[config.mk]
export PLATFORM = sky130hd
export DESIGN_NAME = snake_body_walker
export DESIGN_NICKNAME = d
export VERILOG_FILES = /design/src/rtl/snake_pkg.sv /design/src/rtl/snake_coord_stepper.sv /design/src/rtl/snake_body_walker.sv
export SDC_FILE = /design/constraint.sdc
export NUM_CORES = 1
export LEC_CHECK = 0
export CORE_MARGIN = 8
export CORE_UTILIZATION = 58
export CTS_BUF_LIST = sky130_fd_sc_hd__clkbuf_4 sky130_fd_sc_hd__clkbuf_8
export DETAILED_ROUTE_END_ITERATION = 12
export PLACE_DENSITY = 0.95
export SYNTH_ARGS = -nofsm -noshare
export SYNTH_HDL_FRONTEND = slang
export SYNTH_HIERARCHICAL = 1
export SYNTH_SLANG_ARGS = --single-unit
[constraint.sdc]
create_clock -name clk -period 4.7 [get_ports clk]
set_clock_uncertainty 0.15 [all_clocks]
set_input_delay 0.47 -clock clk [delete_from_list [all_inputs] [get_ports clk]]
set_output_delay 0.47 -clock clk [all_outputs]
set_load 0.1 [all_outputs]
[src/rtl/snake_pkg.sv]
// Shared types and constants for the snake body ring reader.
// Holds the grid/ring dimensions, the direction encoding, the walker FSM
// states and the wrap-aware backward step used to trace the body from the head.
package snake_pkg;

  localparam int unsigned DEPTH    = 220;  // slots in the direction ring
  localparam int unsigned GRID_W   = 20;   // playfield width in cells
  localparam int unsigned GRID_H   = 15;   // playfield height in cells
  localparam int unsigned X_BITS   = 5;
  localparam int unsigned Y_BITS   = 4;
  localparam int unsigned LEN_BITS = 8;

  // Slot k holds the move taken from segment k+1 to segment k.
  typedef enum logic [1:0] {
    DIR_RIGHT = 2'd0,  // +x
    DIR_DOWN  = 2'd1,  // +y
    DIR_LEFT  = 2'd2,  // -x
    DIR_UP    = 2'd3   // -y
  } dir_t;

  typedef enum logic [1:0] {
    StIdle  = 2'd0,
    StArmed = 2'd1,
    StWalk  = 2'd2
  } walk_state_e;

  typedef struct packed {
    logic [X_BITS-1:0] x;
    logic [Y_BITS-1:0] y;
  } coord_t;

  // Undo one move: returns the coordinate of the segment behind (x, y).
  function automatic coord_t step_back(input logic [X_BITS-1:0] x,
                                       input logic [Y_BITS-1:0] y,
                                       input dir_t              dir);
    coord_t c;
    c.x = x;
    c.y = y;
    case (dir)
      DIR_RIGHT: c.x = (x == '0) ? X_BITS'(GRID_W - 1) : x - 1'b1;
      DIR_DOWN:  c.y = (y == '0) ? Y_BITS'(GRID_H - 1) : y - 1'b1;
      DIR_LEFT:  c.x = (x == X_BITS'(GRID_W - 1)) ? '0 : x + 1'b1;
      DIR_UP:    c.y = (y == Y_BITS'(GRID_H - 1)) ? '0 : y + 1'b1;
      default:   c = c;
    endcase
    return c;
  endfunction

endpackage

[src/rtl/snake_coord_stepper.sv]
// Combinational wrap-aware coordinate decrement.
// Ports:
//   x_i, y_i : current segment coordinate
//   dir_i    : ring direction entry for this segment
//   x_o, y_o : coordinate of the next segment towards the tail
module snake_coord_stepper
  import snake_pkg::*;
(
  input  logic [X_BITS-1:0] x_i,
  input  logic [Y_BITS-1:0] y_i,
  input  logic [1:0]        dir_i,
  output logic [X_BITS-1:0] x_o,
  output logic [Y_BITS-1:0] y_o
);

  coord_t nxt;

  always_comb begin
    nxt = step_back(x_i, y_i, dir_t'(dir_i));
  end

  assign x_o = nxt.x;
  assign y_o = nxt.y;

endmodule

[src/rtl/snake_body_walker.sv]
// Reader end of the snake body direction ring.
// A free-running phase counter tracks which ring slot is on i_dir. After a
// start request the walker waits for slot 0, then traces every body segment
// from the head, one per cycle, and reports whether a query cell lies on the
// body (head excluded).
// Ports:
//   clk, rst_n           : clock, synchronous active-low reset
//   i_start              : request one walk pass
//   i_head_x/y, i_length : head and body length, sampled at walk begin
//   i_query_x/y          : query cell, sampled at walk begin
//   i_dir                : ring output tap
//   o_phase0             : slot 0 is on i_dir this cycle
//   o_busy               : pass pending or in progress
//   o_seg_*              : registered segment stream (one cycle after tap)
//   o_hit                : query hit during the last completed pass
//   o_done               : end-of-pass pulse
module snake_body_walker
  import snake_pkg::*;
(
  input  logic                clk,
  input  logic                rst_n,
  input  logic                i_start,
  input  logic [X_BITS-1:0]   i_head_x,
  input  logic [Y_BITS-1:0]   i_head_y,
  input  logic [LEN_BITS-1:0] i_length,
  input  logic [X_BITS-1:0]   i_query_x,
  input  logic [Y_BITS-1:0]   i_query_y,
  input  logic [1:0]          i_dir,
  output logic                o_phase0,
  output logic                o_busy,
  output logic                o_seg_valid,
  output logic [LEN_BITS-1:0] o_seg_idx,
  output logic [X_BITS-1:0]   o_seg_x,
  output logic [Y_BITS-1:0]   o_seg_y,
  output logic                o_hit,
  output logic                o_done
);

  localparam logic [LEN_BITS-1:0] LastPhase = LEN_BITS'(DEPTH - 1);

  walk_state_e         state_q, state_d;
  logic [LEN_BITS-1:0] phase_q, phase_d;
  logic [X_BITS-1:0]   cur_x_q, cur_x_d, qry_x_q, qry_x_d;
  logic [Y_BITS-1:0]   cur_y_q, cur_y_d, qry_y_q, qry_y_d;
  logic [LEN_BITS-1:0] len_q, len_d;
  logic                hit_acc_q, hit_acc_d;
  logic                done_pend_q, done_pend_d;

  logic                seg_valid_q, seg_valid_d;
  logic [LEN_BITS-1:0] seg_idx_q, seg_idx_d;
  logic [X_BITS-1:0]   seg_x_q, seg_x_d;
  logic [Y_BITS-1:0]   seg_y_q, seg_y_d;
  logic                hit_q, hit_d;
  logic                done_q, done_d;

  logic                last_phase, walking, first;
  logic [X_BITS-1:0]   base_x, step_x, eff_qx;
  logic [Y_BITS-1:0]   base_y, step_y, eff_qy;
  logic [LEN_BITS-1:0] eff_len;
  logic                seg_live, seg_hit;

  assign last_phase = (phase_q == LastPhase);
  assign walking    = (state_q == StWalk);
  // The phase-0 walk cycle consumes the head/length/query straight from the
  // inputs; later cycles use the copies latched at that edge.
  assign first      = walking && (phase_q == '0);

  assign base_x  = first ? i_head_x  : cur_x_q;
  assign base_y  = first ? i_head_y  : cur_y_q;
  assign eff_len = first ? i_length  : len_q;
  assign eff_qx  = first ? i_query_x : qry_x_q;
  assign eff_qy  = first ? i_query_y : qry_y_q;

  // phase never reaches DEPTH, so this is k < min(length, DEPTH).
  assign seg_live = (phase_q < eff_len);
  assign seg_hit  = walking && seg_live && (phase_q != '0) &&
                    (base_x == eff_qx) && (base_y == eff_qy);

  snake_coord_stepper u_stepper (
    .x_i   (base_x),
    .y_i   (base_y),
    .dir_i (i_dir),
    .x_o   (step_x),
    .y_o   (step_y)
  );

  always_comb begin
    phase_d = last_phase ? '0 : phase_q + 1'b1;

    state_d = state_q;
    unique case (state_q)
      // Starting in the last phase goes straight to the walk at phase 0.
      StIdle:  if (i_start) state_d = last_phase ? StWalk : StArmed;
      StArmed: if (last_phase) state_d = StWalk;
      StWalk:  if (last_phase) state_d = StIdle;
      default: state_d = StIdle;
    endcase

    cur_x_d = walking ? step_x : cur_x_q;
    cur_y_d = walking ? step_y : cur_y_q;
    len_d   = first ? i_length  : len_q;
    qry_x_d = first ? i_query_x : qry_x_q;
    qry_y_d = first ? i_query_y : qry_y_q;

    hit_acc_d   = first ? 1'b0 : (hit_acc_q | seg_hit);
    done_pend_d = walking && last_phase;

    seg_valid_d = walking && seg_live;
    seg_idx_d   = walking ? phase_q : '0;
    seg_x_d     = walking ? base_x : '0;
    seg_y_d     = walking ? base_y : '0;

    done_d = done_pend_q;
    hit_d  = done_pend_q ? hit_acc_q : hit_q;
  end

  always_ff @(posedge clk) begin
    if (!rst_n) begin
      state_q     <= StIdle;
      phase_q     <= '0;
      cur_x_q     <= '0;
      cur_y_q     <= '0;
      qry_x_q     <= '0;
      qry_y_q     <= '0;
      len_q       <= '0;
      hit_acc_q   <= 1'b0;
      done_pend_q <= 1'b0;
      seg_valid_q <= 1'b0;
      seg_idx_q   <= '0;
      seg_x_q     <= '0;
      seg_y_q     <= '0;
      hit_q       <= 1'b0;
      done_q      <= 1'b0;
    end else begin
      state_q     <= state_d;
      phase_q     <= phase_d;
      cur_x_q     <= cur_x_d;
      cur_y_q     <= cur_y_d;
      qry_x_q     <= qry_x_d;
      qry_y_q     <= qry_y_d;
      len_q       <= len_d;
      hit_acc_q   <= hit_acc_d;
      done_pend_q <= done_pend_d;
      seg_valid_q <= seg_valid_d;
      seg_idx_q   <= seg_idx_d;
      seg_x_q     <= seg_x_d;
      seg_y_q     <= seg_y_d;
      hit_q       <= hit_d;
      done_q      <= done_d;
    end
  end

  assign o_phase0    = (phase_q == '0);
  assign o_busy      = (state_q != StIdle);
  assign o_seg_valid = seg_valid_q;
  assign o_seg_idx   = seg_idx_q;
  assign o_seg_x     = seg_x_q;
  assign o_seg_y     = seg_y_q;
  assign o_hit       = hit_q;
  assign o_done      = done_q;

endmodule

==> flow_summary_export.csv, run 1 <==
group,metric,value,unit
timing,fin_crit,3720,ps
synth,yosysMostFrequentCell,"dfxtp_1",
synth,synth_commonest_cells,"58 x dfxtp_1, 28 x nor2b_1, 23 x nand2_1, 19 x mux2i_1, 19 x nor2_1",
floorplan,die_area,0.00749,mm²
final_layout,num_antenna_cells,0,
floorplan,die_w,86.5,µm
critical_path,path_delay_family,"simple AND/OR/NAND/NOR gates",
clock_network,cts.path.max_buffers,2,
floorplan,io-pin-count,53,
critical_path,critPathLaunchType,"register",
clock_network,cts_tree,"yes",
synth,synth_edf_count,0,
clock_network,clkTransAtPathRegs,60,ps
final_layout,fin_util,76.2,%
clock_network,numCtsBuffers,9,
synth,synth_top_area_share,40.2,%
critical_path,cp.required,4770,ps
critical_path,slowest_stage,"and3_1",
critical_path,cp_num_cells,13,
final_layout,fillers,332,
power,ir_worst_vdd,0.219,mV
outcome,outcome,"finished clean",
grt,grt_pass1_wl,11.6,mm
synth,yosysUniqueCellTypes,50,
drt,via_per_inst,5.65,
placed_design,hpwl,5.12,mm
clock_network,hold_buffers,0,
floorplan,core_area,0.00475,mm²
drt,drc,0,
critical_path,reg2reg_to,"cur_x_q[3]$_SDFFE_PN0N_",
critical_path,crit_buf_inv,2,
synth,ys.flop_type,"dfxtp_1",
clock_network,cts_setup_buffers,0,
drt,postRouteAntennaNets,0,
synth,syn_area_per_cell,9.46,µm²
synth,ys_ff_latch,58,
final_layout,area_growth,25.6,%
drt,drt_iter0_markers,197,
critical_path,cp_max_fo,14,
placed_design,post_dp_cell_area,0.00345,mm²
critical_path,end_kind,"register",
clock_network,cts_root_buf,"clkbuf_8",
synth,syn-num-nets,352,
critical_path,worstReg2RegStart,"phase_q[0]$_SDFF_PP0_",
clock_network,clk_latency,340,ps
timing,max_slew_margin,34.3,%
synth,synthArstFlopShare,0,%
critical_path,cp.arrival,3790,ps
final_layout,final_cell_area,0.00362,mm²
drt,num_vias,2431,
final_layout,fin_nets,405,
grt,busiest_layer,"met2",
grt,grtUsageMet2,33.1,%
grt,use_met1,21.8,%
drt,totalWireLength,7.23,mm
synth,synth_cells,305,
critical_path,rrSetupSlack,980,ps
grt,antenna_found_initial,0,
timing,setup_viol,0,
grt,grt_pass1_vias,2495,
timing,tns,0,ps
synth,ys_top_cells_by_area,"dfxtp_1 40%, ha_1 6.9%, mux2i_1 6.6%, nor2b_1 6.1%, xnor2_1 3.9%",
grt,grt_util_met3,7.66,%
floorplan,rows,25,
timing,hold_viol,0,
grt,grt_max_degree,40,
power,p_per_area,274,mW/mm²
job,drv_cap,0,
timing,slew_violations,0,
timing,rsz0062_at_grt,"false",
placed_design,gp_congestion,0.927,
timing,worst_slew_pin_slew,982,ps
drt,first_pass_iters,5,
power,p_leak,1.44,nW
drt,wire_per_inst,16.8,µm
synth,syn_area,0.00289,mm²
clock_network,clock-sinks,58,
timing,fmax,269,MHz
critical_path,r2r_cells,13,
critical_path,crit_type,"register to register",
floorplan,die_h,86.5,µm
critical_path,cp_cell_sequence,"inv_1 > ha_1 > nor4b_4 > and3_1 > mux2_2 > inv_1 > ha_1 > or4b_4 > nand2_2 > nor2_1 > o41a_1 > nand2_1 > a21boi_0",
critical_path,max_stage_delay,700,ps
critical_path,crit_end,"cur_x_q[3]$_SDFFE_PN0N_",
timing,fin_hold_ws,335,ps
floorplan,start_util,60.7,%
placed_design,portBuffers,52,
clock_network,ctsResizeCount,0,
synth,ys_seq_area_share,40.2,%
grt,grt_use_total,20.0,%
grt,grt_overflow,0,
timing,post-route-period-util,79.1,%
worst_hold_path,hold_class,"register to register",
critical_path,crit_start,"phase_q[0]$_SDFF_PP0_",
clock_network,ctsHtreeMaxLevel,3,
synth,yosysWarningCount,6,
final_layout,drive_above_1_share,8.26,%
synth,yosys.area.top_type,"dfxtp_1",
stage by stage:
stage               instances  power (mW)  setup slack, ps
floorplan                 305       0.557             1750
global placement          414       0.594             1260
detailed placement        414       0.596             1040
CTS                       430       0.995             1020
global route              430        1.03              775
finish                    430       0.993              981
final cells by class:
cell class,count,area [µm²],share of cell area [%]
multi-input cells,222,1620,44.6
well taps,67,83.8,2.31
inverters,12,45.0,1.24
flip-flops and latches,58,1160,32.0
clock inverters,5,30.0,0.829
clock buffers,11,145,4.01
repair buffers,55,543,15.0
flip-flops by register name (all words and copies together), names as in the netlist, 2 cells and up:
name / cells
cur_x_q: 5
cur_y_q: 4
len_q: 8
o_seg_idx: 8
o_seg_x: 5
o_seg_y: 4
phase_q: 8
qry_x_q: 5
qry_y_q: 4
state_q: 2
layout by cell type (no fill, tap or decap), types with 4 or more instances in the layout:
cell | Yosys | layout
nand4_1 | 4 | 4
nor2_1 | 19 | 19
o21ai_0 | 8 | 8
dfxtp_1 | 58 | 58
nor2b_1 | 28 | 28
a21boi_0 | 9 | 9
mux2i_1 | 19 | 19
clkdlybuf4s50_1 | 0 | 52
ha_1 | 16 | 16
clkbuf_8 | 0 | 10
mux2_1 | 5 | 5
mux2_2 | 4 | 4
and2_1 | 4 | 4
and3_1 | 9 | 9
nand2_1 | 23 | 23
nand3_1 | 13 | 13
xnor2_1 | 13 | 13
xor2_1 | 4 | 4
a311oi_1 | 4 | 4
inv_1 | 12 | 12
cells by family (layout without fill, tap and decap cells):
logic type,after synthesis,in the layout,share of synthesized area (%)
and+or+nand+nor,114,114,21.6
DFF,58,58,40.2
AOI/OAI and AO/OA,47,47,12.1
muxes,28,28,10.1
buffers and inverters,25,83,3.77
xor gates and xnor gates,17,17,5.16
adders and majority gates,16,16,6.94
where the power goes:
group | total [mW] | internal [mW] | switching [mW] | leakage (nW)
logic | 0.0887 | 0.0448 | 0.0439 | 0.886
registers | 0.499 | 0.494 | 0.00441 | 0.468
clock network | 0.405 | 0.208 | 0.197 | 0.0885
per-layer routing:
| layer | share of wire, % | wire length [µm] | up-vias |
|---|---|---|---|
| li1 | - | - | 1171 |
| met1 | 41 | 2990 | 1133 |
| met2 | 48 | 3490 | 108 |
| met3 | 7.8 | 563 | 19 |
| met4 | 2.7 | 193 | 0 |
| met5 | 0 | 0 | - |
worst min-delay path by stage:
stage,slack (ps),cells after the start,end,start
2_1_floorplan,290,1,phase_q[0]$_SDFF_PP0_,phase_q[0]$_SDFF_PP0_
3_3_place_gp,310,1,o_done$_SDFF_PN0_,done_d$_SDFF_PN0_
3_5_place_dp,330,1,phase_q[0]$_SDFF_PP0_,phase_q[0]$_SDFF_PP0_
4_1_cts,340,1,phase_q[0]$_SDFF_PP0_,phase_q[0]$_SDFF_PP0_
5_1_grt,350,1,phase_q[0]$_SDFF_PP0_,phase_q[0]$_SDFF_PP0_
6_report,330,1,phase_q[0]$_SDFF_PP0_,phase_q[0]$_SDFF_PP0_
Note: power is estimated with default switching activity, not from simulation.
==> run 2: changes to the inputs <==
--- a/config.mk
+++ b/config.mk
@@ -6,10 +6,10 @@
 export NUM_CORES = 1
 export LEC_CHECK = 0
 export CORE_MARGIN = 8
-export CORE_UTILIZATION = 58
+export CORE_UTILIZATION = 54
 export CTS_BUF_LIST = sky130_fd_sc_hd__clkbuf_4 sky130_fd_sc_hd__clkbuf_8
 export DETAILED_ROUTE_END_ITERATION = 12
-export PLACE_DENSITY = 0.95
+export PLACE_DENSITY = 0.9
 export SYNTH_ARGS = -nofsm -noshare
 export SYNTH_HDL_FRONTEND = slang
 export SYNTH_HIERARCHICAL = 1
==> constraint.sdc (replaced) <==
create_clock -name clk -period 3.6 [get_ports clk]
set_clock_uncertainty 0.15 [all_clocks]
set_input_delay 0.36 -clock clk [delete_from_list [all_inputs] [get_ports clk]]
set_output_delay 0.36 -clock clk [all_outputs]
set_load 0.1 [all_outputs]
==> run 2 against run 1 <==
  * Critical path depth decreased by 1
  * Die area is 6.0% higher
  * Register-to-register slack lost 690 ps
  * First-iteration DRC count fell by 7.6%
  * Non-clock buffer count rose by 3
  * Via count is essentially flat
  * Critical endpoint is now cur_y_q[1]$_SDFFE_PN0N_
==> flow_summary_export.csv, run 2 (same netlist as run 1, synthesis figures left out) <==
group,metric,value,unit
outcome,outcome,"finished clean",
timing,max_slew_margin,33.2,%
floorplan,die_h,89.1,µm
drt,via_per_inst,5.59,
timing,fmax,302,MHz
grt,grt_max_degree,40,
clock_network,ctsResizeCount,0,
clock_network,cts_tree,"yes",
drt,wire_per_inst,16.3,µm
grt,grt_overflow,0,
drt,postRouteAntennaNets,0,
timing,timing.final.ws_setup,288,ps
floorplan,die_w,89.1,µm
clock_network,hold_buffers,0,
floorplan,start_util,56.1,%
timing,tns,0,ps
drt,drt_iter0_markers,182,
timing,post-route-period-util,92.0,%
final_layout,final_common_cell,"dfxtp_1",
clock_network,numCtsBuffers,9,
clock_network,clkTransAtPathRegs,60,ps
power,p_per_area,369,mW/mm²
floorplan,die_area,0.00794,mm²
floorplan,core_area,0.00514,mm²
grt,grt_pass1_vias,2413,
power,sw_frac_of_total,22.4,%
grt,grt_pass1_wl,11.7,mm
placed_design,dp.cells,420,
power,p_total,1.35,mW
critical_path,cpMostUsedCell,"ha_1",
drt,totalWireLength,7.07,mm
clock_network,cts_setup_buffers,0,
critical_path,cp_cell_sequence,"inv_1 > ha_1 > nor4b_4 > and3_1 > buf_4 > mux2_1 > ha_1 > a311oi_1 > o21ai_0 > o221ai_1 > nand2_1 > a21boi_0",
critical_path,cp_max_fo,6,
drt,drc,0,
final_layout,num_antenna_cells,0,
critical_path,max_stage_delay,500,ps
critical_path,cp.arrival,3430,ps
grt,antenna_found_initial,0,
timing,rsz0062_at_grt,"false",
drt,first_pass_iters,4,
job,drv_cap,0,
clock_network,cts_root_buf,"clkbuf_8",
critical_path,rrSetupSlack,290,ps
final_layout,fin_nets,408,
power,p_leak,1.47,nW
floorplan,io-pin-count,53,
clock_network,ctsHtreeMaxLevel,3,
timing,fin_crit,3310,ps
final_layout,final_cell_mix,"58 x dfxtp_1, 51 x clkdlybuf4s50_1, 28 x nor2b_1, 23 x nand2_1",
final_layout,drive_above_1_share,9.04,%
critical_path,cp.required,3720,ps
timing,hold_viol,0,
final_layout,layout.cells.non_filler,435,
power,internal-power,1.05,mW
worst_hold_path,hold_class,"register to register",
power,combinationalPowerShare,8.4,%
power,p_clk_share,43.5,%
final_layout,final_cell_area,0.00366,mm²
critical_path,slowest_stage,"a311oi_1",
critical_path,crit_buf_inv,2,
critical_path,crit_type,"register to register",
grt,grt_use_total,19.5,%
power,ir_worst_vdd,0.324,mV
power,power.switching,0.302,mW
critical_path,path_delay_family,"compound AO/OA/AOI/OAI gates",
placed_design,hpwl,5.05,mm
critical_path,critPathLaunchType,"register",
placed_design,post_dp_cell_area,0.00347,mm²
clock_network,cts.path.max_buffers,2,
timing,setup_viol,0,
final_layout,area_growth,27.0,%
placed_design,portBuffers,52,
timing,slew_violations,0,
placed_design,pre_cts_ws,325,ps
power,seqPwrFrac,48.1,%
timing,worst_slew_pin_slew,1000,ps
floorplan,rows,26,
critical_path,end_kind,"register",
placed_design,gp_congestion,0.927,
clock_network,clk_latency,340,ps
clock_network,clock-sinks,58,
drt,num_vias,2433,
final_layout,fillers,396,
## run 2: changes by cell type in the layout (fill, tap and decap cells not counted)
| cell | previous run | this run |
|---|---|---|
| clkdlybuf4s50_1 | 52 | 51 |
| clkbuf_4 | 1 | 2 |
| buf_4 | 3 | 7 |
| clkinvlp_4 | 2 | 0 |
| clkinv_2 | 3 | 2 |
| bufinv_16 | 0 | 1 |
## run 2: worst paths after layout
path / start / endpoint / depth (start not counted)
setup / recovery: phase_q[0]$_SDFF_PP0_ / cur_y_q[1]$_SDFFE_PN0N_ / 12
hold / removal: done_d$_SDFF_PN0_ / o_done$_SDFF_PN0_ / 1
setup reg to reg: phase_q[0]$_SDFF_PP0_ / cur_y_q[1]$_SDFFE_PN0N_ / 12
hold reg to reg: done_d$_SDFF_PN0_ / o_done$_SDFF_PN0_ / 1
## run 2: power by group through the flow
stage                     combinational [mW]  clock, mW  sequential, mW
after floorplan                       0.0639          0           0.664
after global placement                 0.111          0           0.664
after detailed placement               0.113          0           0.665
after CTS                              0.114      0.600           0.651
after global routing                   0.123      0.631           0.651
final                                  0.114      0.588           0.651
## run 2: stage by stage
stage | utilization (%) | hold WS (ps)
2_1_floorplan | - | 291
3_3_place_gp | 67.6 | 308
3_5_place_dp | 67.6 | 313
4_1_cts | 71.3 | 333
5_1_grt | 71.3 | 344
6_report | 71.3 | 329
## run 2: layer usage
| layer | GRT usage (%) | vias up | part of all wire (%) |
|---|---|---|---|
| li1 | - | 1178 | - |
| met5 | 0 | - | 0 |
| met3 | 4.78 | 13 | 7.6 |
| met2 | 29.4 | 111 | 45 |
| met1 | 24.6 | 1131 | 45 |
| met4 | 11.6 | 0 | 2.5 |
## run 2: final cells by class
type | instances | area (µm²) | area share, %
Clock buffer | 12 | 153 | 4.17
Clock inverter | 3 | 40.0 | 1.09
Inverter | 12 | 45.0 | 1.23
Multi-Input combinational cell | 222 | 1620 | 44.1
Sequential cell | 58 | 1160 | 31.7
Tap cell | 70 | 87.6 | 2.39
Timing Repair Buffer | 58 | 563 | 15.4
==> run 3: changes to the inputs <==
--- a/config.mk
+++ b/config.mk
@@ -5,8 +5,9 @@
 export SDC_FILE = /design/constraint.sdc
 export NUM_CORES = 1
 export LEC_CHECK = 0
+export ABC_AREA = 1
 export CORE_MARGIN = 8
-export CORE_UTILIZATION = 54
+export CORE_UTILIZATION = 55
 export CTS_BUF_LIST = sky130_fd_sc_hd__clkbuf_4 sky130_fd_sc_hd__clkbuf_8
 export DETAILED_ROUTE_END_ITERATION = 12
 export PLACE_DENSITY = 0.9
==> run 3 against run 2 <==
  * Highest routed layer unchanged
  * Via count is 30% higher
  * Critical endpoint is now cur_y_q[3]$_SDFFE_PN0N_
  * Flip-flop and latch count stayed put
  * Worst hold slack worse by 18 ps
  * Synthesized area is 12% higher
  * Largest cell class unchanged
  * Clock-buffer cell count is 2 higher
  * Largest power group unchanged
  * Fmax is 11% higher
  * Register-to-register slack better by 320 ps
==> flow_summary_export.csv, run 3 <==
group,metric,value,unit
grt,grt_pass1_wl,14.1,mm
critical_path,cp.arrival,3050,ps
floorplan,rows,28,
synth,synth_top_area_share,36.0,%
power,p_per_area,355,mW/mm²
critical_path,end_kind,"register",
placed_design,gp_congestion,0.867,
drt,num_vias,3166,
clock_network,clk_latency,340,ps
critical_path,critPathLaunchType,"register",
synth,ys_seq_area_share,36.0,%
drt,totalWireLength,8.19,mm
floorplan,io-pin-count,53,
grt,busiest_layer,"met2",
final_layout,fin_nets,565,
job,drv_cap,0,
clock_network,numCtsBuffers,9,
critical_path,r2r_cells,16,
drt,drc,0,
synth,syn_area,0.00322,mm²
synth,ys.flop_type,"dfxtp_1",
placed_design,hpwl,6.06,mm
final_layout,drive_above_1_share,10.5,%
final_layout,final_common_cell,"nand2_1",
clock_network,ctsResizeCount,0,
synth,syn-num-nets,515,
synth,ys_top_cells_by_area,"dfxtp_1 36%, nand2_1 14%, nor2_1 7.1%, inv_1 6.8%, ha_1 6.2%",
timing,max_slew_margin,34.5,%
synth,synthArstFlopShare,0,%
timing,tns,0,ps
power,p_leak,1.85,nW
clock_network,clock-sinks,58,
synth,synthAdderAreaFrac,6.21,%
synth,synth_compound_area_share,8.07,%
timing,fmax,334,MHz
drt,drt_iter0_markers,185,
critical_path,rrSetupSlack,610,ps
final_layout,fillers,452,
timing,post-route-period-util,83.1,%
clock_network,cts_root_buf,"clkbuf_8",
synth,synth_cells,468,
synth,synth_edf_count,0,
synth,yosysWarningCount,6,
critical_path,crit_type,"register to register",
clock_network,ctsHtreeMaxLevel,3,
final_layout,num_antenna_cells,0,
drt,postRouteAntennaNets,0,
clock_network,clkTransAtPathRegs,60,ps
timing,hold_viol,0,
synth,synth_simple_gate_area_share,35.4,%
timing,slew_violations,0,
drt,first_pass_iters,4,
synth,yosys.area_share.xor_xnor,0.815,%
critical_path,cp.required,3660,ps
synth,yosysMostFrequentCell,"nand2_1",
worst_hold_path,hp-start,"cur_x_q[0]$_SDFFE_PN0N_",
power,ir_worst_vdd,0.248,mV
final_layout,final_cell_mix,"123 x nand2_1, 61 x nor2_1, 58 x inv_1, 58 x dfxtp_1, 51 x clkdlybuf4s50_1",
placed_design,portBuffers,52,
grt,grtUsageMet2,33.3,%
final_layout,area_growth,22.6,%
synth,synth_top_family_by_area,"simple AND/OR/NAND/NOR gates",
synth,synth.area.mux_share,2.17,%
floorplan,start_util,55.8,%
synth,yosysUniqueCellTypes,36,
timing,fin_crit,2990,ps
placed_design,post_dp_cell_area,0.00374,mm²
critical_path,worstReg2RegStart,"phase_q[0]$_SDFF_PP0_",
clock_network,hold_buffers,0,
timing,worst_slew_pin_slew,980,ps
critical_path,reg2reg_to,"cur_y_q[3]$_SDFFE_PN0N_",
floorplan,core_area,0.00578,mm²
critical_path,crit_start,"phase_q[0]$_SDFF_PP0_",
timing,rsz0062_at_grt,"false",
grt,grt_pass1_vias,3122,
worst_hold_path,min_path_cells,2,
synth,ys_ff_latch,58,
grt,grt_max_degree,41,
grt,grt_use_total,20.2,%
floorplan,die_w,92.6,µm
clock_network,cts.path.max_buffers,2,
worst_hold_path,min_to,"cur_x_q[0]$_SDFFE_PN0N_",
floorplan,die_h,92.6,µm
drt,wire_per_inst,13.7,µm
outcome,outcome,"finished clean",
grt,antenna_found_initial,0,
critical_path,cp_max_fo,40,
grt,grt_util_met3,7.52,%
drt,via_per_inst,5.29,
grt,use_met1,22.4,%
grt,grt_overflow,0,
clock_network,cts_tree,"yes",
worst_hold_path,hold_class,"register to register",
synth,yosys.area.top_type,"dfxtp_1",
synth,synth_commonest_cells,"123 x nand2_1, 61 x nor2_1, 58 x dfxtp_1, 58 x inv_1, 32 x nand3_1",
synth,syn_area_per_cell,6.89,µm²
timing,setup_viol,0,
final_layout,final_cell_area,0.00395,mm²
floorplan,die_area,0.00857,mm²
clock_network,cts_setup_buffers,0,
run 3: cell count changes in the layout (fill, tap and decap cells not counted), sizes merged, moves of 12 or more:
cell   before  now
inv        12   67
xnor2      13    1
nand2      24  133
a21oi       1   20
nand3      13   35
o21ai       8   20
nor2       19   68
nor2b      28    0
mux2i      19    7
run 3: layout make-up:
| class | count | area (µm²) | area share, % |
|---|---|---|---|
| Clock buffer | 14 | 174 | 4.40 |
| Clock inverter | 2 | 35.0 | 0.887 |
| Inverter | 68 | 255 | 6.46 |
| Sequential cell | 58 | 1160 | 29.4 |
| Timing Repair Buffer | 54 | 533 | 13.5 |
| Multi-Input combinational cell | 327 | 1700 | 43.0 |
| Tap cell | 75 | 93.8 | 2.38 |
run 3: metal layers:
metal	part of all wire, %	vias to the layer above
li1	-	1567
met1	41	1431
met2	48	140
met3	8.2	28
met4	3.2	0
met5	0	-
run 3: cell families (layout without fill, tap and decap cells):
| kind of cell | Yosys count | in the layout |
|---|---|---|
| simple gates | 256 | 256 |
| buf+inv | 83 | 138 |
| flops | 58 | 58 |
| compound gates | 45 | 45 |
| fa+ha+maj | 16 | 16 |
| mux | 7 | 7 |
| xor+xnor | 3 | 3 |
run 3: where the power goes:
| group | switching, mW | total (mW) | internal, mW |
|---|---|---|---|
| registers | 0.00365 | 0.649 | 0.645 |
| logic | 0.0755 | 0.129 | 0.0536 |
| clock network | 0.244 | 0.624 | 0.380 |
run 3: worst max-delay path by stage:
stage,endpoint,slack [ps]
after floorplan,cur_x_q[2]$_SDFFE_PN0N_,1250
after global placement,cur_x_q[2]$_SDFFE_PN0N_,810
after detailed placement,cur_x_q[2]$_SDFFE_PN0N_,660
after CTS,cur_x_q[2]$_SDFFE_PN0N_,630
after global routing,cur_x_q[4]$_SDFFE_PN0N_,290
final,cur_y_q[3]$_SDFFE_PN0N_,610
run 3: stage by stage:
stage	worst slack (ps)	total power, mW	util [%]	hold slack [ps]	instances
after floorplan	1250	0.737	-	267	468
after global placement	806	0.787	64.7	280	582
after detailed placement	659	0.790	64.7	298	582
after CTS	633	1.41	68.3	312	598
after global routing	285	1.45	68.3	332	598
final	609	1.40	68.3	311	598
run 3: critical path, cell delays in order (launching register included):
cell,delay [ps]
dfxtp_1,330
inv_1,130
ha_1,180
inv_1,50
nor2_2,140
nand3_4,400
nand2_2,240
nand2_2,130
inv_1,170
ha_1,200
nand3_1,120
nand2_2,130
inv_2,40
a21oi_1,140
nand2_1,60
o21ai_0,160
a21oi_1,60
